$ cat config.mk
export PLATFORM = sky130hd
export DESIGN_NAME = ireg_bypass_flat
export DESIGN_NICKNAME = d
export VERILOG_FILES = /design/src/rtl/ireg_bypass_if.sv /design/src/rtl/ireg_bypass.sv /design/src/flat_wrapper.sv
export SDC_FILE = /design/constraint.sdc
export NUM_CORES = 1
export LEC_CHECK = 0
export CELL_PAD_IN_SITES_DETAIL_PLACEMENT = 1
export CELL_PAD_IN_SITES_GLOBAL_PLACEMENT = 2
export CORE_ASPECT_RATIO = 0.5
export CORE_MARGIN = 10
export CORE_UTILIZATION = 45
export DETAILED_ROUTE_END_ITERATION = 12
export HOLD_SLACK_MARGIN = 0.1
export PLACE_DENSITY_LB_ADDON = 0.1
export SLEW_MARGIN = 25
export SYNTH_ARGS = -nofsm -noshare
export SYNTH_HDL_FRONTEND = slang
export SYNTH_SLANG_ARGS = --single-unit
$ cat constraint.sdc
create_clock -name clk -period 4 [get_ports clk]
set_input_delay 0.8 -clock clk [delete_from_list [all_inputs] [get_ports clk]]
set_output_delay 0.8 -clock clk [all_outputs]
set_load 0.02 [all_outputs]
$ cat src/rtl/ireg_bypass_if.sv
// Register-file access bundle: read addresses and write pipeline in, read data out.
// The core (decode/execute/writeback) is the master; the register file is the slave.
interface ireg_bypass_if #(
   parameter int unsigned XLEN = 32,
   parameter int unsigned NREG = 32,
   parameter int unsigned NRP  = 2
);
   localparam int unsigned AW = $clog2(NREG);

   logic [NRP*AW-1:0]   rs_addr;
   logic                wr_v;
   logic [AW-1:0]       wr_addr;
   logic [XLEN-1:0]     wr_data;
   logic                wr_kill;
   logic [NRP*XLEN-1:0] rs_data;
   logic [NRP-1:0]      par_err;

   modport master (
      output rs_addr, wr_v, wr_addr, wr_data, wr_kill,
      input  rs_data, par_err
   );

   modport slave (
      input  rs_addr, wr_v, wr_addr, wr_data, wr_kill,
      output rs_data, par_err
   );
endinterface

$ cat src/rtl/ireg_bypass.sv
// Integer register file with NRP synchronous read ports, one pipelined write port
// (X -> M -> W) and full X/M/W forwarding. Optional hardwired-zero entry 0.
// Define IREG_PARITY_EN to store an even-parity bit per entry and flag array-sourced
// read errors on par_err; otherwise par_err is tied to 0.
module ireg_bypass #(
   parameter int unsigned XLEN     = 32,
   parameter int unsigned NREG     = 32,
   parameter int unsigned NRP      = 2,
   parameter int unsigned ZERO_REG = 1
) (
   input logic          clk,
   input logic          rst_n,
   ireg_bypass_if.slave bus
);
   localparam int unsigned AW = $clog2(NREG);
`ifdef IREG_PARITY_EN
   localparam int unsigned MW = XLEN + 1;
`else
   localparam int unsigned MW = XLEN;
`endif

   logic [MW-1:0]       mem_q [NREG];

   // M and W stages of the write pipeline
   logic                m_v_q;
   logic [AW-1:0]       m_addr_q;
   logic [XLEN-1:0]     m_data_q;
   logic                w_v_q;
   logic [XLEN-1:0]     w_data_q;

   // Per-port registered read address and source selects
   logic                rd_en_q;
   logic [NRP*AW-1:0]   ra_q;
   logic [NRP-1:0]      x_hit_d, x_hit_q;
   logic [NRP-1:0]      m_hit_d, m_hit_q;
   logic [NRP-1:0]      zero_d, zero_q;

   logic                wr_ok;
   logic                commit;
   logic [MW-1:0]       rd_arr;
   logic [NRP*XLEN-1:0] rd_data;
   logic [NRP-1:0]      rd_perr;

   // Writes to the hardwired zero entry are dropped before entering M
   assign wr_ok  = bus.wr_v && !((ZERO_REG != 0) && (bus.wr_addr == '0));
   assign commit = m_v_q && !bus.wr_kill;

   // Forwarding selects per read port, X beats M so the younger write wins
   always_comb begin
      x_hit_d = '0;
      m_hit_d = '0;
      zero_d  = '0;
      for (int p = 0; p < NRP; p++) begin
         x_hit_d[p] = wr_ok && (bus.wr_addr == bus.rs_addr[p*AW +: AW]);
         m_hit_d[p] = commit && (m_addr_q == bus.rs_addr[p*AW +: AW]);
         zero_d[p]  = (ZERO_REG != 0) && (bus.rs_addr[p*AW +: AW] == '0);
      end
   end

   // Control state: valids and read selects, cleared by reset
   always_ff @(posedge clk or negedge rst_n) begin
      if (!rst_n) begin
         m_v_q   <= 1'b0;
         w_v_q   <= 1'b0;
         rd_en_q <= 1'b0;
         ra_q    <= '0;
         x_hit_q <= '0;
         m_hit_q <= '0;
         zero_q  <= '0;
      end else begin
         m_v_q   <= wr_ok;
         w_v_q   <= commit;
         rd_en_q <= 1'b1;
         ra_q    <= bus.rs_addr;
         x_hit_q <= x_hit_d;
         m_hit_q <= m_hit_d;
         zero_q  <= zero_d;
      end
   end

   // Pipeline payload registers, qualified by the valids above
   always_ff @(posedge clk) begin
      if (wr_ok) begin
         m_addr_q <= bus.wr_addr;
         m_data_q <= bus.wr_data;
      end
      if (commit) begin
         w_data_q <= m_data_q;
      end
   end

   // Array write at the commit edge; array contents are not reset
   always_ff @(posedge clk) begin
      if (commit) begin
`ifdef IREG_PARITY_EN
         mem_q[m_addr_q] <= {^m_data_q, m_data_q};
`else
         mem_q[m_addr_q] <= m_data_q;
`endif
      end
   end

   // Read data mux; a kill in this cycle cancels the X forward and falls back to older data
   always_comb begin
      rd_data = '0;
      rd_perr = '0;
      rd_arr  = '0;
      for (int p = 0; p < NRP; p++) begin
         rd_arr = mem_q[ra_q[p*AW +: AW]];
         if (!rd_en_q || zero_q[p]) begin
            rd_data[p*XLEN +: XLEN] = '0;
         end else if (x_hit_q[p] && !bus.wr_kill) begin
            rd_data[p*XLEN +: XLEN] = m_data_q;
         end else if (m_hit_q[p] && w_v_q) begin
            rd_data[p*XLEN +: XLEN] = w_data_q;
         end else begin
            rd_data[p*XLEN +: XLEN] = rd_arr[XLEN-1:0];
`ifdef IREG_PARITY_EN
            rd_perr[p] = ^rd_arr;
`endif
         end
      end
   end

   assign bus.rs_data = rd_data;
   assign bus.par_err = rd_perr;

endmodule

$ cat src/flat_wrapper.sv
// flat-port wrapper written by rule: the top's interface ports become plain ports
module ireg_bypass_flat 
#(
   parameter int unsigned XLEN     = 32,
   parameter int unsigned NREG     = 32,
   parameter int unsigned NRP      = 2,
   parameter int unsigned ZERO_REG = 1
)
  (clk, rst_n, bus_rs_addr, bus_wr_v, bus_wr_addr, bus_wr_data, bus_wr_kill, bus_rs_data, bus_par_err);
  ireg_bypass_if #(.XLEN(XLEN), .NREG(NREG), .NRP(NRP)) bus_i ();
  input logic clk;
  input logic rst_n;
  input wire logic [$bits(bus_i.rs_addr)-1:0] bus_rs_addr;
  input wire logic [$bits(bus_i.wr_v)-1:0] bus_wr_v;
  input wire logic [$bits(bus_i.wr_addr)-1:0] bus_wr_addr;
  input wire logic [$bits(bus_i.wr_data)-1:0] bus_wr_data;
  input wire logic [$bits(bus_i.wr_kill)-1:0] bus_wr_kill;
  output wire logic [$bits(bus_i.rs_data)-1:0] bus_rs_data;
  output wire logic [$bits(bus_i.par_err)-1:0] bus_par_err;
  assign bus_i.rs_addr = bus_rs_addr;
  assign bus_i.wr_v = bus_wr_v;
  assign bus_i.wr_addr = bus_wr_addr;
  assign bus_i.wr_data = bus_wr_data;
  assign bus_i.wr_kill = bus_wr_kill;
  assign bus_rs_data = bus_i.rs_data;
  assign bus_par_err = bus_i.par_err;
  ireg_bypass #(.XLEN(XLEN), .NREG(NREG), .NRP(NRP), .ZERO_REG(ZERO_REG)) u_core (.clk(clk), .rst_n(rst_n), .bus(bus_i));
endmodule
==> results.py <==
metrics = {
    "run_status": {
        "status": "complete, but fails checks",
        "violations": "negative setup slack",
    },
    "cells_and_area": {
        "drive_above_1_share_pct": 34.2,
        "num-nets-final": 3765,
        "fin_cells": 5373,
        "fin_util_pct": 57.8,
        "fillers": 10300,
        "final_cell_mix": "edfxtp_1, mux2i_1, buf_4",
        "area_delta_synth_final_pct": 27.0,
        "final_common_cell": "edfxtp_1",
    },
    "die": {
        "io-pin-count": 117,
        "core_area_sq_um": 116000,
        "num_rows": 88,
        "start_util_pct": 45.6,
        "die_x_microns": 504,
        "dieHeight_microns": 262,
        "die_area_sq_um": 132000,
    },
    "logic_synthesis": {
        "netlist_area_sq_um": 52700,
        "synth_cells": 3154,
        "synth_seq_cells": 1112,
        "ys_seq_area_share_pct": 63.2,
        "syn_area_per_cell_sq_um": 16.7,
        "ys_types": 44,
        "yosysWarnings": 0,
    },
    "grt": {
        "grt_pass1_wl_mm": 293,
        "grt_pass1_vias": 36600,
        "grtUsageTotal_pct": 31.4,
        "grt-ovfl-total": 0,
        "grt_antenna_before_repair": 9,
        "grt_max_degree": 42,
    },
    "timing": {
        "period_minus_slack_ns": 4.31,
        "final-setup-viol-count": 51,
        "worstMarginPinSlew_ns": 0.960,
        "fmaxAchievable_mhz": 232,
        "finalHoldViolCount": 0,
        "rsz0062_at_grt": "yes",
        "fin_ws_ns": -0.310,
        "clock_skew_ns": 0.0285,
        "fin_crit_sh_pct": 108,
        "slew_violations": 0,
        "slew-limit-headroom_pct": 36.0,
    },
    "clock_tree": {
        "cts_sinks": 1112,
        "htreeDepth": 3,
        "clk_pin_slew_ns": 0.07,
        "cts_tree": "done",
        "clockBufferDepth": 3,
        "clock-root-buffer": "clkbuf_16",
        "clk_latency_ns": 0.75,
        "cts_made_buffers": 103,
    },
    "min_path": {
        "hold_depth": 0,
        "whs_endpoint": "u_core.mem_q[2][15]$_DFFE_PP_",
        "worstHoldStart": "u_core.m_data_q[15]$_DFFE_PP_",
        "hold_path_class": "flip-flop to flip-flop",
    },
    "setup_path": {
        "cp-end-kind": "output port",
        "critPathBufInv": 6,
        "path_max_fanout": 7,
        "crit_arrival_ns": 3.51,
        "cp_slowest_cell": "o41ai_4",
        "start_kind": "flip-flop",
        "crit_type": "flip-flop to output port",
        "rr_startpoint": "u_core.m_addr_q[3]$_DFFE_PP_",
        "slowest_delay_ns": 0.67,
        "critPathTopFamily": "compound AO/OA/AOI/OAI gates",
        "startpoint": "u_core.ra_q[6]$_DFF_PN0_",
        "ff2ff_setup_slack_ns": 1.52,
        "reg2regPathDepth": 3,
        "r2r_end": "u_core.mem_q[2][28]$_DFFE_PP_",
        "crit_chain": "buf_12 -> buf_16 -> buf_16 -> buf_8 -> mux2i_2 -> a221oi_4 -> o22ai_1 -> buf_4 -> o41ai_4 -> buf_12",
        "cp.required_ns": 3.20,
    },
    "run": {
        "maxCapViolCount": 0,
    },
    "pwr": {
        "vdd.ir_drop.worst_mv": 0.374,
        "power_density_nw_per_um2": 407,
        "power.leakage_nw": 24.2,
    },
    "place": {
        "io_buffer_count": 114,
        "pre_cts_ws_ns": -0.406,
        "place_congestion": 0.866,
        "placedCellCount": 4973,
        "detailed_place_hpwl_mm": 126,
    },
    "routing": {
        "first_pass_iters": 5,
        "vias": 36800,
        "avgViaCountPerCell": 6.85,
        "drt_iter0_markers": 5554,
        "totalWireLength_mm": 220,
        "ant_nets": 0,
        "drc": 0,
        "drt-wirelength-per-cell_microns": 40.9,
    },
}
cell type report:
cell class,count,area [sq um],area share (%)
diodes,1,2.50,0.00374
well taps,1575,1970,2.94
repair buffers,720,8210,12.3
inverters,2,7.51,0.0112
multi-input cells,1775,20000,29.8
flip-flops and latches,1112,33300,49.8
clock buffers,123,2740,4.09
clock inverters,65,718,1.07
through the flow:
step / TNS [ns] / hold WS (ns) / instance area [sq um] / total power [mW]
2_1_floorplan: 0 / 0.504 / 52700 / 14.8
3_3_place_gp: -1.16 / 0.500 / 58400 / 16.1
3_5_place_dp: -0.643 / 0.523 / 58400 / 16.2
4_1_cts: -3.25 / 0.532 / 65200 / 26.9
5_1_grt: -8.50 / 0.570 / 66900 / 27.8
6_report: -6.08 / 0.534 / 66900 / 27.2
logic make-up (layout without fill, tap and decap cells):
| group | after synthesis | count (layout) | synth area share, % |
|---|---|---|---|
| simple gates | 151 | 151 | 1.62 |
| other cells | 2 | 4 | 0.0142 |
| xor+xnor | 20 | 20 | 0.332 |
| flops | 1112 | 1112 | 63.2 |
| buf+inv | 268 | 910 | 2.97 |
| compound gates | 705 | 705 | 11.9 |
| mux | 896 | 896 | 20.1 |
power breakdown:
group / total, mW / leakage, nW / switching, mW / internal [mW]
combinational: 3.61 / 12.3 / 2.13 / 1.49
clock: 10.5 / 1.71 / 4.63 / 5.89
sequential: 13.1 / 10.1 / 0.0995 / 13.0
sequential cells by signal (all words and copies together) (netlist names):
| signal | cells |
|---|---|
| u_core.x_hit_q | 2 |
| u_core.zero_q | 2 |
| u_core.rd_en_q | 1 |
| u_core.mem_q | 1024 |
| u_core.m_v_q | 1 |
| u_core.ra_q | 10 |
| u_core.m_data_q | 32 |
| u_core.w_data_q | 32 |
| u_core.m_addr_q | 5 |
| u_core.w_v_q | 1 |
| u_core.m_hit_q | 2 |
worst register-to-register path: stages (launching register included):
cell      delay [ns]
edfxtp_1        0.58
or3_1           0.62
nor2_4          0.54
buf_12          0.35
cells in the mapped netlist:
cell	instances	area, sq um
nor2_2	2	12.5
a22o_1	128	1120
or2_2	2	12.5
nand3_1	4	20.0
buf_4	57	428
dfrtp_1	19	475
or3_1	2	12.5
xor2_1	6	52.6
o22ai_1	64	400
conb_1	2	7.51
mux4_2	128	2880
buf_6	29	327
mux2i_1	768	7690
o41ai_2	58	943
nand2b_1	8	50.1
nand2_1	6	22.5
or3b_2	2	17.5
buf_12	2	40.0
nand4_1	2	12.5
a211oi_1	64	480
nor3_1	2	10.0
nand4b_1	1	8.76
edfxtp_1	1093	32800
a221oi_2	58	871
buf_2	36	180
o41ai_1	6	52.6
nor4_1	2	12.5
buf_8	1	15.0
a22oi_1	192	1440
a21oi_1	64	320
and2_1	2	12.5
or4_1	3	22.5
clkbuf_1	128	480
a221oi_1	70	613
xnor2_1	14	123
nor3b_1	2	15.0
buf_1	3	11.3
nor4bb_1	1	10.0
nor2_1	37	139
nand3b_1	5	37.5
o21ai_0	1	5.00
nor2b_1	68	425
clkbuf_4	10	75.1
inv_1	2	7.51
worst max-delay path by stage:
| stage | cells after the start | slack, ns | end |
|---|---|---|---|
| finish | 10 | -0.31 | bus_rs_data[36] |
| global route | 10 | -0.31 | bus_rs_data[36] |
| CTS | 10 | -0.26 | bus_rs_data[36] |
| detailed placement | 8 | -0.41 | bus_rs_data[31] |
| global placement | 7 | -0.37 | bus_rs_data[63] |
| floorplan | 4 | 0.09 | u_core.mem_q[31][0]$_DFFE_PP_ |
metal layers:
layer / routed length, microns / global-route usage (%) / vias to the layer above
met4: 7840 / 10.5 / 6
met5: 41 / 0 / -
met2: 96300 / 47.7 / 2397
li1: - / - / 14400
met3: 24400 / 7.00 / 472
met1: 91200 / 44.7 / 19600
timing repair:
| action | CTS | global route |
|---|---|---|
| resized for setup | 375 | 198 |
| hold endpoints to repair | 0 | 19 |
| hold buffers | 0 | 1 |
| setup buffers | 100 | 82 |
| pin swaps | 122 | 111 |
| endpoints found under the setup margin | 64 | 60 |
| gates cloned | 36 | 14 |
No activity file was read; power rests on OpenSTA's default activity.
